$ cat src/rtl/muldiv_seq_if.sv
// Execute-stage interface to the HI/LO multiply/divide sequencer.
// The core side is the master; the sequencer is the slave.
interface muldiv_seq_if #(
    parameter int unsigned WIDTH = 32
);
    logic             startE;
    logic [1:0]       opE;
    logic [WIDTH-1:0] srcaE;
    logic [WIDTH-1:0] srcbE;
    logic             hienE;
    logic             loenE;
    logic [WIDTH-1:0] wdataE;
    logic             busy;
    logic             done;
    logic [WIDTH-1:0] hi;
    logic [WIDTH-1:0] lo;

    modport master (
        output startE, opE, srcaE, srcbE, hienE, loenE, wdataE,
        input  busy, done, hi, lo
    );

    modport slave (
        input  startE, opE, srcaE, srcbE, hienE, loenE, wdataE,
        output busy, done, hi, lo
    );
endinterface

$ cat src/rtl/muldiv_seq.sv
// Iterative one-bit-per-cycle mult/multu/div/divu sequencer owning HI/LO.
// Operands are held as magnitudes; signs are re-applied in the FIX state.
module muldiv_seq #(
    parameter int unsigned WIDTH = 32
) (
    input logic          clk,
    input logic          reset,
    muldiv_seq_if.slave  bus
);
    localparam int unsigned W2 = 2 * WIDTH;
    localparam int unsigned CW = (WIDTH > 1) ? $clog2(WIDTH) : 1;

    typedef enum logic [1:0] {
        IDLE = 2'b00,
        RUN  = 2'b01,
        FIX  = 2'b10
    } state_t;

    state_t           state_q, state_d;
    logic [CW-1:0]    count_q, count_d;
    logic [W2-1:0]    acc_q, acc_d;
    logic [WIDTH-1:0] b_q, b_d;
    logic [WIDTH-1:0] a_raw_q, a_raw_d;
    logic             is_div_q, is_div_d;
    logic             is_sgn_q, is_sgn_d;
    logic             sign_a_q, sign_a_d;
    logic             sign_b_q, sign_b_d;
    logic             divz_q, divz_d;
    logic [WIDTH-1:0] hi_q, hi_d;
    logic [WIDTH-1:0] lo_q, lo_d;
    logic             done_q, done_d;

    logic             start_sgn;
    logic [WIDTH-1:0] abs_a, abs_b;
    logic [WIDTH:0]   mul_sum;
    logic [WIDTH:0]   div_cand;
    logic [WIDTH:0]   div_diff;
    logic             div_ge;
    logic [WIDTH-1:0] div_rem;
    logic [W2-1:0]    prod_fix;
    logic [WIDTH-1:0] quo_fix, rem_fix;

    assign start_sgn = ~bus.opE[0];
    assign abs_a     = (start_sgn && bus.srcaE[WIDTH-1]) ? -bus.srcaE : bus.srcaE;
    assign abs_b     = (start_sgn && bus.srcbE[WIDTH-1]) ? -bus.srcbE : bus.srcbE;

    // Multiply: add B into the upper half when the LSB is set, then shift right.
    assign mul_sum  = {1'b0, acc_q[W2-1:WIDTH]} + (acc_q[0] ? {1'b0, b_q} : '0);

    // Divide: remainder in the upper half, dividend shifting out of the lower half.
    assign div_cand = acc_q[W2-1:WIDTH-1];
    assign div_diff = div_cand - {1'b0, b_q};
    assign div_ge   = (div_cand >= {1'b0, b_q});
    assign div_rem  = div_ge ? div_diff[WIDTH-1:0] : div_cand[WIDTH-1:0];

    assign prod_fix = (is_sgn_q && (sign_a_q ^ sign_b_q)) ? -acc_q : acc_q;
    assign quo_fix  = (is_sgn_q && (sign_a_q ^ sign_b_q)) ? -acc_q[WIDTH-1:0] : acc_q[WIDTH-1:0];
    assign rem_fix  = (is_sgn_q && sign_a_q) ? -acc_q[W2-1:WIDTH] : acc_q[W2-1:WIDTH];

    always_comb begin
        state_d  = state_q;
        count_d  = count_q;
        acc_d    = acc_q;
        b_d      = b_q;
        a_raw_d  = a_raw_q;
        is_div_d = is_div_q;
        is_sgn_d = is_sgn_q;
        sign_a_d = sign_a_q;
        sign_b_d = sign_b_q;
        divz_d   = divz_q;
        hi_d     = hi_q;
        lo_d     = lo_q;
        done_d   = 1'b0;

        unique case (state_q)
            IDLE: begin
                if (bus.hienE) hi_d = bus.wdataE;
                if (bus.loenE) lo_d = bus.wdataE;
                if (bus.startE) begin
                    state_d  = RUN;
                    count_d  = CW'(WIDTH - 1);
                    acc_d    = {{WIDTH{1'b0}}, abs_a};
                    b_d      = abs_b;
                    a_raw_d  = bus.srcaE;
                    is_div_d = bus.opE[1];
                    is_sgn_d = start_sgn;
                    sign_a_d = bus.srcaE[WIDTH-1];
                    sign_b_d = bus.srcbE[WIDTH-1];
                    divz_d   = bus.opE[1] && (bus.srcbE == '0);
                end
            end
            RUN: begin
                if (is_div_q) acc_d = {div_rem, acc_q[WIDTH-2:0], div_ge};
                else          acc_d = {mul_sum, acc_q[WIDTH-1:1]};
                if (count_q == '0) state_d = FIX;
                else               count_d = count_q - 1'b1;
            end
            FIX: begin
                state_d = IDLE;
                done_d  = 1'b1;
                if (!is_div_q) begin
                    hi_d = prod_fix[W2-1:WIDTH];
                    lo_d = prod_fix[WIDTH-1:0];
                end else if (divz_q) begin
                    hi_d = a_raw_q;
                    lo_d = '1;
                end else begin
                    hi_d = rem_fix;
                    lo_d = quo_fix;
                end
            end
            default: state_d = IDLE;
        endcase
    end

    always_ff @(posedge clk) begin
        if (reset) begin
            state_q  <= IDLE;
            count_q  <= '0;
            acc_q    <= '0;
            b_q      <= '0;
            a_raw_q  <= '0;
            is_div_q <= 1'b0;
            is_sgn_q <= 1'b0;
            sign_a_q <= 1'b0;
            sign_b_q <= 1'b0;
            divz_q   <= 1'b0;
            hi_q     <= '0;
            lo_q     <= '0;
            done_q   <= 1'b0;
        end else begin
            state_q  <= state_d;
            count_q  <= count_d;
            acc_q    <= acc_d;
            b_q      <= b_d;
            a_raw_q  <= a_raw_d;
            is_div_q <= is_div_d;
            is_sgn_q <= is_sgn_d;
            sign_a_q <= sign_a_d;
            sign_b_q <= sign_b_d;
            divz_q   <= divz_d;
            hi_q     <= hi_d;
            lo_q     <= lo_d;
            done_q   <= done_d;
        end
    end

    assign bus.busy = (state_q != IDLE);
    assign bus.done = done_q;
    assign bus.hi   = hi_q;
    assign bus.lo   = lo_q;
endmodule

$ cat src/flat_wrapper.sv
// flat-port wrapper written by rule: the top's interface ports become plain ports
module muldiv_seq_flat 
#(
    parameter int unsigned WIDTH = 32
)
  (clk, reset, bus_startE, bus_opE, bus_srcaE, bus_srcbE, bus_hienE, bus_loenE, bus_wdataE, bus_busy, bus_done, bus_hi, bus_lo);
  muldiv_seq_if #(.WIDTH(WIDTH)) bus_i ();
  input logic clk;
  input logic reset;
  input wire logic [$bits(bus_i.startE)-1:0] bus_startE;
  input wire logic [$bits(bus_i.opE)-1:0] bus_opE;
  input wire logic [$bits(bus_i.srcaE)-1:0] bus_srcaE;
  input wire logic [$bits(bus_i.srcbE)-1:0] bus_srcbE;
  input wire logic [$bits(bus_i.hienE)-1:0] bus_hienE;
  input wire logic [$bits(bus_i.loenE)-1:0] bus_loenE;
  input wire logic [$bits(bus_i.wdataE)-1:0] bus_wdataE;
  output wire logic [$bits(bus_i.busy)-1:0] bus_busy;
  output wire logic [$bits(bus_i.done)-1:0] bus_done;
  output wire logic [$bits(bus_i.hi)-1:0] bus_hi;
  output wire logic [$bits(bus_i.lo)-1:0] bus_lo;
  assign bus_i.startE = bus_startE;
  assign bus_i.opE = bus_opE;
  assign bus_i.srcaE = bus_srcaE;
  assign bus_i.srcbE = bus_srcbE;
  assign bus_i.hienE = bus_hienE;
  assign bus_i.loenE = bus_loenE;
  assign bus_i.wdataE = bus_wdataE;
  assign bus_busy = bus_i.busy;
  assign bus_done = bus_i.done;
  assign bus_hi = bus_i.hi;
  assign bus_lo = bus_i.lo;
  muldiv_seq #(.WIDTH(WIDTH)) u_core (.clk(clk), .reset(reset), .bus(bus_i));
endmodule
$ cat config.mk
export PLATFORM = sky130hd
export DESIGN_NAME = muldiv_seq_flat
export DESIGN_NICKNAME = d
export VERILOG_FILES = /design/src/rtl/muldiv_seq_if.sv /design/src/rtl/muldiv_seq.sv /design/src/flat_wrapper.sv
export SDC_FILE = /design/constraint.sdc
export NUM_CORES = 1
export LEC_CHECK = 0
export ABC_AREA = 1
export BUFFER_PORTS_ARGS = -buffer_cell sky130_fd_sc_hd__buf_2
export CAP_MARGIN = 20
export CORE_MARGIN = 5
export CORE_UTILIZATION = 41
export CTS_BUF_LIST = sky130_fd_sc_hd__clkbuf_2 sky130_fd_sc_hd__clkbuf_4 sky130_fd_sc_hd__clkbuf_8
export DETAILED_ROUTE_END_ITERATION = 16
export GPL_TIMING_DRIVEN = 0
export HOLD_SLACK_MARGIN = 0.06
export PLACE_DENSITY = 0.57
export SYNTH_ARGS = -nofsm -noshare
export SYNTH_HDL_FRONTEND = slang
export SYNTH_SLANG_ARGS = --single-unit
export TNS_END_PERCENT = 50
$ cat constraint.sdc
create_clock -name clk -period 2.75 [get_ports clk]
set_clock_uncertainty 0.2 [all_clocks]
set_input_delay 0.1375 -clock clk [delete_from_list [all_inputs] [get_ports clk]]
set_output_delay 0.1375 -clock clk [all_outputs]
set_load 0.05 [all_outputs]
Yosys cells after proc, flatten, opt, wreduce, memory -nomap -nowiden
Cells that the tools add are included.
- equality and inequality tests: 7
- reductions and logical operators: 17
- bitwise logic cells: 2
- muxes and demuxes: 25
- add/sub/neg operators: 8
- order comparisons: 1
- operators by type and width (kind ; count):
    $mux W32 ; 12
    $mux W64 ; 3
    $neg A32 Y32 ; 4
    $pmux W32 S2 ; 2
    $pmux W64 S2 ; 1
    $neg A64 Y64 ; 1
    $add A32 B32 Y33 ; 1
    $ge A33 B32 Y1 ; 1
    $logic_not A32 Y1 ; 1
    $sub A32 B32 Y32 ; 1
    $mux W5 ; 2
    $pmux W5 S2 ; 1
    $reduce_and A2 Y1 ; 5
    $ne A2 B2 Y1 const B ; 4
    $reduce_bool A2 Y1 ; 3
    $logic_and A1 B1 Y1 ; 5
    $logic_not A5 Y1 ; 1
    $sub A5 B1 Y5 const B ; 1
    $mux W2 ; 2
    $pmux W2 S2 ; 1
    $reduce_and A3 Y1 ; 1
    $eq A2 B1 Y1 const B ; 1
    $eq A2 B2 Y1 const B ; 1
    $logic_not A2 Y1 ; 1
    4 further kinds ; 4
- flip-flop bits (word level): 205
- input port bits: 103
- output and inout port bits: 66

Logic depth before layout (Yosys ltp)
Gate-level depths: netlist of the first run.
- depth after elaboration: 6
- gate-level depth with buffers: 20
- mapped depth without buffers: 18

Least setup slack after synthesis of the first run
OpenSTA, ideal clock, no wires.
- path type: register to register
- from: register u_core.acc_q[0]
- to: register u_core.acc_q[55]
- slack: 47 ps
- path buffers: 2
- cell stages (with the launch flop): 17
- data required time: 2480 ps
- arrival time: 2432 ps
- cells stage by stage: dfxtp_1 -> clkbuf_1 -> buf_1 -> nand2_1 -> inv_1 -> ha_1 -> inv_1 -> fa_1 -> o21bai_1 -> inv_1 -> o21bai_1 -> nand2_1 -> nand3_1 -> nand2_1 -> nand3_1 -> nand3_1 -> a21oi_1
- word-level cells in the longest chain between the ends: 4
- RTL lines (what ; RTL line ; source):
    start, declared ; muldiv_seq.sv:21 ; logic [W2-1:0] acc_q, acc_d;
    start signal, assigned ; muldiv_seq.sv:120 ; acc_q <= '0;
    start signal, assigned ; muldiv_seq.sv:134 ; acc_q <= acc_d;
    $mux W32 ; muldiv_seq.sv:48 ; assign mul_sum = {1'b0, acc_q[W2-1:WIDTH]} + (acc_q[0] ? {1'b0, b_q} : '0);
    $add A32 B32 Y33 ; muldiv_seq.sv:48 ;
    $mux W64 ; muldiv_seq.sv:93 ; if (is_div_q) acc_d = {div_rem, acc_q[WIDTH-2:0], div_ge};
    $pmux W64 S2 ; muldiv_seq.sv:75 ; unique case (state_q)
Every way passes these cells.
A chain may end at the register's enable or synchronous reset.

Final worst setup path of the first run
- from: register u_core.acc_q[33]
- to: register u_core.hi_q[8], in the netlist u_core.bus.hi[8]
- word-level cells in the longest chain between the ends: 5
- RTL lines (what ; RTL line ; source):
    $neg A32 Y32 ; muldiv_seq.sv:58 ; assign rem_fix = (is_sgn_q && sign_a_q) ? -acc_q[W2-1:WIDTH] : acc_q[W2-1:WIDTH];
    $mux W32 ; muldiv_seq.sv:58 ;
    $mux W32 ; muldiv_seq.sv:104 ; end else if (divz_q) begin
    $mux W32 (*) ; muldiv_seq.sv:101 ; if (!is_div_q) begin
    $pmux W32 S2 (*) ; muldiv_seq.sv:75 ;
    end signal, assigned ; muldiv_seq.sv:142 ; hi_q <= hi_d;
    end, declared ; muldiv_seq.sv:29 ; logic [WIDTH-1:0] hi_q, hi_d;
Mark *: on every way between the ends. The rest lies on a longest branch, timed or not.

==> results of run 1 <==
## power breakdown
part	internal, uW	switching, uW	leakage, uW
combinational	1580	3580	0.00953
clock	2060	1480	0.000476
sequential	3260	439	0.00171
## worst max-delay path by stage
stage	cells after the start	start	endpoint	slack, ns
3_5_place_dp	15	u_core.acc_q[0]$_SDFFE_PP0P_	u_core.acc_q[55]$_SDFFE_PP0P_	-1.33
5_1_grt	14	u_core.acc_q[53]$_SDFFE_PP0P_	u_core.bus.hi[26]$_SDFFE_PP0P_	-0.07
3_3_place_gp	15	u_core.acc_q[0]$_SDFFE_PP0P_	u_core.acc_q[55]$_SDFFE_PP0P_	-1.31
6_report	12	u_core.acc_q[33]$_SDFFE_PP0P_	u_core.bus.hi[8]$_SDFFE_PP0P_	-0.04
2_1_floorplan	16	u_core.acc_q[0]$_SDFFE_PP0P_	u_core.acc_q[55]$_SDFFE_PP0P_	0.05
4_1_cts	15	u_core.b_q[18]$_SDFFE_PP0P_	u_core.acc_q[45]$_SDFFE_PP0P_	-0.001
## placed cells by master (no fill, tap or decap), types with 8 or more instances in the layout
cell	Yosys	routed
nand3_2	3	24
nand3b_1	17	17
nor2_4	5	19
o21ai_0	320	313
dfxtp_2	0	15
buf_2	21	187
a21oi_2	1	21
clkbuf_1	101	87
ha_2	0	10
a31oi_1	28	28
inv_2	9	23
dfxtp_1	204	160
xor2_1	45	45
buf_4	5	30
nor2_2	18	34
nand2_1	930	877
inv_1	441	423
dlygate4sd3_1	0	129
ha_1	70	24
dfxtp_4	0	29
nor2_1	341	311
ha_4	0	36
clkbuf_2	1	15
or2_2	11	11
clkbuf_8	0	52
clkbuf_4	0	8
nand4_1	36	36
o211ai_1	9	9
nand2_2	8	57
a21oi_1	366	345
o21ai_1	18	22
nor3_1	33	24
nand3_1	276	249
## worst max-delay path, stage by stage, from the launching register on
cell        delay (ns)
dfxtp_4           0.46
clkinvlp_4        0.23
ha_1              0.30
nand2_1           0.18
inv_2             0.06
nand2_1           0.15
nand2_1           0.08
xor2_1            0.26
a21oi_1           0.10
o21ai_0           0.21
nand2_1           0.23
nand2_1           0.13
a21oi_1           0.06
## cell families (layout without fill, tap and decap cells)
group | Yosys count | in the layout | share of synthesized area (%)
compound gates | 790 | 790 | 21.9
other cells | 0 | 2 | 0
xor+xnor | 49 | 49 | 2.26
fa+ha+maj | 72 | 72 | 4.82
buf+inv | 594 | 986 | 12.1
simple gates | 1689 | 1689 | 37.3
flops | 204 | 204 | 21.5
## state kept, by name, summed over array words and instances, names as in the netlist
signal / flops
u_core.divz_q: 1
u_core.bus.hi: 32
u_core.is_sgn_q: 1
u_core.acc_q: 64
u_core.state_q: 2
u_core.count_q: 5
u_core.bus.done: 1
u_core.bus.lo: 32
u_core.b_q: 32
u_core.is_div_q: 1
u_core.sign_b_q: 1
u_core.a_raw_q: 32
## layer usage
layer	up-vias	wire, um
met3	207	12300
met5	-	86
met4	2	3210
met1	11700	42900
met2	1380	41500
li1	11800	-
## final cells by class
cell class,instances,share of cell area (%)
Multi-Input combinational cell,2600,56.5
Sequential cell,204,17.3
Timing Repair Buffer,322,9.59
Inverter,454,7.05
Clock buffer,58,3.10
Tap cell,600,3.08
Buffer,140,2.78
Clock inverter,12,0.626
Antenna cell,2,0.0205
## synthesized netlist by cell type, types with 4 or more instances
cell,instances,share of area (%)
inv_1,441,8.7
clkinv_1,4,0.079
o21ai_1,18,0.47
o21bai_1,9,0.36
clkbuf_1,101,2.0
nand2_2,8,0.26
or2_2,11,0.36
buf_1,8,0.16
nor2_1,341,6.7
nand3b_1,17,0.67
buf_2,21,0.55
o21ai_2,5,0.23
a21oi_1,366,9.6
o21a_1,4,0.16
a211oi_1,7,0.28
xnor2_1,4,0.18
nor3_1,33,0.87
nor2_4,5,0.30
buf_6,4,0.24
dfxtp_1,204,22
nand2_1,930,18
nand3_1,276,7.3
inv_2,9,0.18
xor2_1,45,2.1
and2_1,4,0.13
o211ai_1,9,0.36
nand4_1,36,1.2
ha_1,70,4.6
buf_4,5,0.20
o21ai_0,320,8.4
a21o_1,5,0.20
nor2_2,18,0.59
a31oi_1,28,0.92
## timing repair
action                                  4_1_cts  5_1_grt
endpoints found under the setup margin       56       86
endpoints found under the hold margin       166        1
cloned                                        0        1
gates resized for setup                     147      244
setup buffers                                 9       15
pin swaps                                     7       25
hold buffers                                128        1
## metrics by stage
stage	power (uW)	hold slack [ns]
3_5_place_dp	8200	0.246
6_report	12400	0.0393
2_1_floorplan	6530	0.0851
3_3_place_gp	8180	0.239
4_1_cts	12000	-0.130
5_1_grt	12900	0.0674
==> results.json, run 1 <==
{
  "status": "complete, but fails checks",
  "violations": "negative setup slack",
  "via_per_inst": 5.72,
  "worst_slew_pin_slew_ns": 1.04,
  "cts_tree": "done",
  "fp.dieH_um": 225,
  "synth_flop_cell": "dfxtp_1",
  "gp_congestion": 1.03,
  "async_reset_ff_share_pct": 0,
  "final-setup-viol-count": 1,
  "ant_nets": 0,
  "cp_max_fo": 7,
  "fin_crit_sh_pct": 101,
  "avgSynthCellArea_um2": 5.59,
  "r2r_start": "u_core.acc_q[33]$_SDFFE_PP0P_",
  "post-dp-hpwl_um": 79800,
  "vdd_drop_max_mv": 0.656,
  "dieArea_um2": 50700,
  "utilization_pct": 53.5,
  "drc": 0,
  "hold_path_depth": 7,
  "max-cap-violations": 0,
  "cts_max_level": 2,
  "grt_pass1_vias": 22900,
  "synth_cell_types": 51,
  "grt_antenna_before_repair": 2,
  "seqCellArea_um2": 4210,
  "holdPathEnd": "u_core.b_q[1]$_SDFFE_PP0P_",
  "die_x_um": 225,
  "r2r_cells": 12,
  "met1_usage_pct": 53.1,
  "max-slew-margin-rel_pct": 30.6,
  "hold_viol": 0,
  "start_util_pct": 41.7,
  "powerDensity_nw_per_um2": 509,
  "root_buffer": "clkbuf_8",
  "clock_path_buffers": 3,
  "final_max_slew_viol_count": 0,
  "cp_data_arrival_time_ns": 3.06,
  "synth_seq_area_share_pct": 21.5,
  "synth_nets": 3573,
  "use_met2_pct": 56.0,
  "track_usage_pct": 37.2,
  "hp-start": "bus_srcbE[0]",
  "multi_input_area_um2": 13800,
  "area_growth_pct": 28.3,
  "rr_endpoint": "u_core.bus.hi[8]$_SDFFE_PP0P_",
  "fin_tns_setup_ns": -0.0408,
  "wl_um": 100000,
  "grt_overflow": 0,
  "post-place-ws_ns": -1.33,
  "grt_pass1_wl_um": 144000,
  "drt_iter0_drc": 3098,
  "top_usage_layer": "met2",
  "dpl.cell_count": 4166,
  "core_area_um2": 45600,
  "cp-start-kind": "flop",
  "first_pass_iters": 7,
  "fin_cells": 4392,
  "yosysWarningCount": 0,
  "fin_area_um2": 24400,
  "p_leak_uw": 0.0117,
  "worstPathRequired_ns": 3.02,
  "fin_nets": 3937,
  "rows": 78,
  "port_buffers": 168,
  "clk_latency_ns": 0.62,
  "grtUsageMet3_pct": 9.25,
  "syn_area_um2": 19000,
  "holdCritPathClass": "input pin to flop",
  "clock.fmax_mhz": 358,
  "crit_type": "flop to flop",
  "cts_buffers": 40,
  "fin_ws_ns": -0.0408,
  "rsz0062_at_grt": "true",
  "drive_above_1_share_pct": 16.8,
  "cts_sinks": 204,
  "period_minus_slack_ns": 2.79,
  "synth_cells": 3398,
  "grt_max_degree": 12,
  "postPlaceCellArea_um2": 20600,
  "clkTransAtPathRegs_ns": 0.07,
  "setup.worst_path.end_class": "flop",
  "fillers": 4709,
  "routedWlPerCell_um": 22.8,
  "num_io_pins": 169,
  "via_count": 25100,
  "synth_edf_count": 0,
  "r2r_setup_slack_ns": -0.04,
  "ys_ff_latch": 204
}
No activity file was read; power rests on OpenSTA's default activity.
==> inputs of run 2 (changes only) <==
--- a/config.mk
+++ b/config.mk
@@ -14,7 +14,6 @@
 export DETAILED_ROUTE_END_ITERATION = 16
 export GPL_TIMING_DRIVEN = 0
 export HOLD_SLACK_MARGIN = 0.06
-export PLACE_DENSITY = 0.57
 export SYNTH_ARGS = -nofsm -noshare
 export SYNTH_HDL_FRONTEND = slang
 export SYNTH_SLANG_ARGS = --single-unit
==> run 2 against run 1 <==
Effect of this change: the run still ends with negative setup slack left; routed wire length decreased by 3.6%; sequential cell count unchanged; critical endpoint is now u_core.acc_q[62]$_SDFFE_PP0P_; via count fell by 1.3%; first-iteration DRC count shrank 4.2%.
==> results.json, run 2 (synthesis gave the netlist of run 1 again) <==
{
  "ant_nets": 0,
  "largest_reg_flops": 64,
  "mostFrequentLayoutCells": "nand2_1, inv_1, a21oi_1",
  "clock_path_buffers": 3,
  "powerDensity_nw_per_um2": 496,
  "p_switching_uw": 5420,
  "dpl.cell_count": 4166,
  "period_minus_slack_ns": 2.78,
  "cp_max_fo": 10,
  "seqPwrFrac_pct": 30.3,
  "grt_overflow": 0,
  "cts_buffers": 39,
  "via_count": 24800,
  "max-cap-violations": 0,
  "hp-start": "bus_wdataE[0]",
  "routedWlPerCell_um": 21.9,
  "root_buffer": "clkbuf_8",
  "first_pass_iters": 6,
  "dieArea_um2": 50700,
  "rows": 78,
  "final-setup-viol-count": 2,
  "cp-start-kind": "flop",
  "hold_viol": 0,
  "area_growth_pct": 29.0,
  "crit_type": "flop to flop",
  "port_buffers": 168,
  "fin_ws_ns": -0.0292,
  "regMostFlops": "u_core.acc_q",
  "fin_cells": 4402,
  "cp_data_arrival_time_ns": 3.10,
  "utilization_pct": 53.7,
  "core_area_um2": 45600,
  "via_per_inst": 5.63,
  "die_x_um": 225,
  "post-dp-hpwl_um": 76900,
  "grt_pass1_wl_um": 139000,
  "worst_slew_pin_slew_ns": 1.00,
  "holdCritPathClass": "input pin to flop",
  "clkTransAtPathRegs_ns": 0.06,
  "crit_buf_inv": 2,
  "layout_commonest_cell": "nand2_1",
  "cts_sinks": 204,
  "max-slew-margin-rel_pct": 33.3,
  "gp_congestion": 1.05,
  "grt_antenna_before_repair": 3,
  "crit_slowest_cell": "dfxtp_4",
  "drt_iter0_drc": 2968,
  "violations": "negative setup slack",
  "clock.fmax_mhz": 360,
  "postPlaceCellArea_um2": 20600,
  "p_int_uw": 6730,
  "p_leak_uw": 0.0119,
  "crit_family": "simple AND/OR/NAND/NOR gates",
  "r2r_start": "u_core.b_q[12]$_SDFFE_PP0P_",
  "drive_above_1_share_pct": 17.3,
  "pwr-share-clk_pct": 27.9,
  "fp.dieH_um": 225,
  "start_util_pct": 41.7,
  "cpPeakStageDelay_ns": 0.40,
  "rsz0062_at_grt": "true",
  "cts_tree": "done",
  "path_cells": "clkinvlp_4 -> ha_4 -> nand2_2 -> nor2_4 -> nand2_1 -> nor2_1 -> nand3b_1 -> nand2_2 -> nor2_4 -> nand2_8 -> buf_6 -> nand3_2 -> nand2_1 -> nand3_1 -> a21oi_1",
  "vdd_drop_max_mv": 0.480,
  "fin_nets": 3947,
  "final_max_slew_viol_count": 0,
  "setup.worst_path.end_class": "flop",
  "p_sw_share_pct": 44.6,
  "clk_latency_ns": 0.63,
  "comb_power_share_pct": 41.8,
  "startpoint": "u_core.b_q[12]$_SDFFE_PP0P_",
  "cts_max_level": 2,
  "grt_pass1_vias": 21700,
  "drc": 0,
  "grt_max_degree": 13,
  "track_usage_pct": 35.9,
  "worstPathRequired_ns": 3.07,
  "num_io_pins": 169,
  "fin_area_um2": 24500,
  "r2r_setup_slack_ns": -0.03,
  "power.total_uw": 12100,
  "status": "complete, but fails checks",
  "fin_crit_sh_pct": 101,
  "wl_um": 96400
}
run 2: changes by cell type in the layout (fill, tap and decap cells not counted), moves of 5 or more:
cell	previous run	this run
nand2_1	877	865
buf_4	30	40
nand2_4	5	14
nand3_1	249	258
ha_1	24	16
ha_4	36	41
nand3_2	24	19
run 2: path summary, 6_finish.rpt:
check | cells after the start | endpoint
max | 15 | u_core.acc_q[62]$_SDFFE_PP0P_
min | 4 | u_core.bus.lo[0]$_SDFFE_PP0P_
max reg2reg | 15 | u_core.acc_q[62]$_SDFFE_PP0P_
min reg2reg | 2 | u_core.a_raw_q[22]$_SDFFE_PP0P_
run 2: routing by layer:
metal / up-vias / GRT usage, % / part of all wire [%]
li1: 11800 / - / -
met1: 11400 / 52.8 / 44
met2: 1376 / 51.8 / 41
met3: 183 / 9.27 / 12
met4: 2 / 10.1 / 3.0
met5: - / 0 / 0.011
run 2: power by group through the flow:
stage	logic, uW	clock network (uW)	registers [uW]
6_report	5080	3390	3680
3_5_place_dp	4440	0	3700
2_1_floorplan	2700	0	3830
4_1_cts	4740	3420	3650
3_3_place_gp	4460	0	3700
5_1_grt	5460	3550	3690
run 2: worst min-delay path: cells and delay by family:
family,cells,cell delay (ns)
AO/OA/AOI/OAI,2,0.17
buffers and inverters,2,0.63
run 2: repair_timing:
action | in CTS | in global routing
gates cloned | 0 | 0
setup endpoints to repair | 68 | 81
resized for setup | 155 | 258
pin swaps | 4 | 41
hold buffers | 131 | 0
hold endpoints to repair | 164 | 0
buffers inserted | 10 | 24
run 2: area by class of cell:
class / instances / area [um^2]
Fill cell: 4878 / 21100
Multi-Input combinational cell: 2600 / 13800
Sequential cell: 204 / 4220
Timing Repair Buffer: 333 / 2410
Inverter: 454 / 1730
Clock buffer: 60 / 769
Tap cell: 600 / 751
Buffer: 140 / 677
Clock inverter: 9 / 96.3
Antenna cell: 2 / 5.00
run 2: metrics by stage:
| stage | setup TNS [ns] | hold slack (ns) | setup slack (ns) |
|---|---|---|---|
| after global routing | -1.01 | 0.186 | -0.119 |
| after global placement | -35.56 | 0.234 | -1.38 |
| final | -0.0514 | 0.174 | -0.0292 |
| after detailed placement | -34.96 | 0.238 | -1.43 |
| after CTS | 0 | 0.134 | 0.000240 |
| after floorplan | 0 | 0.0851 | 0.0475 |
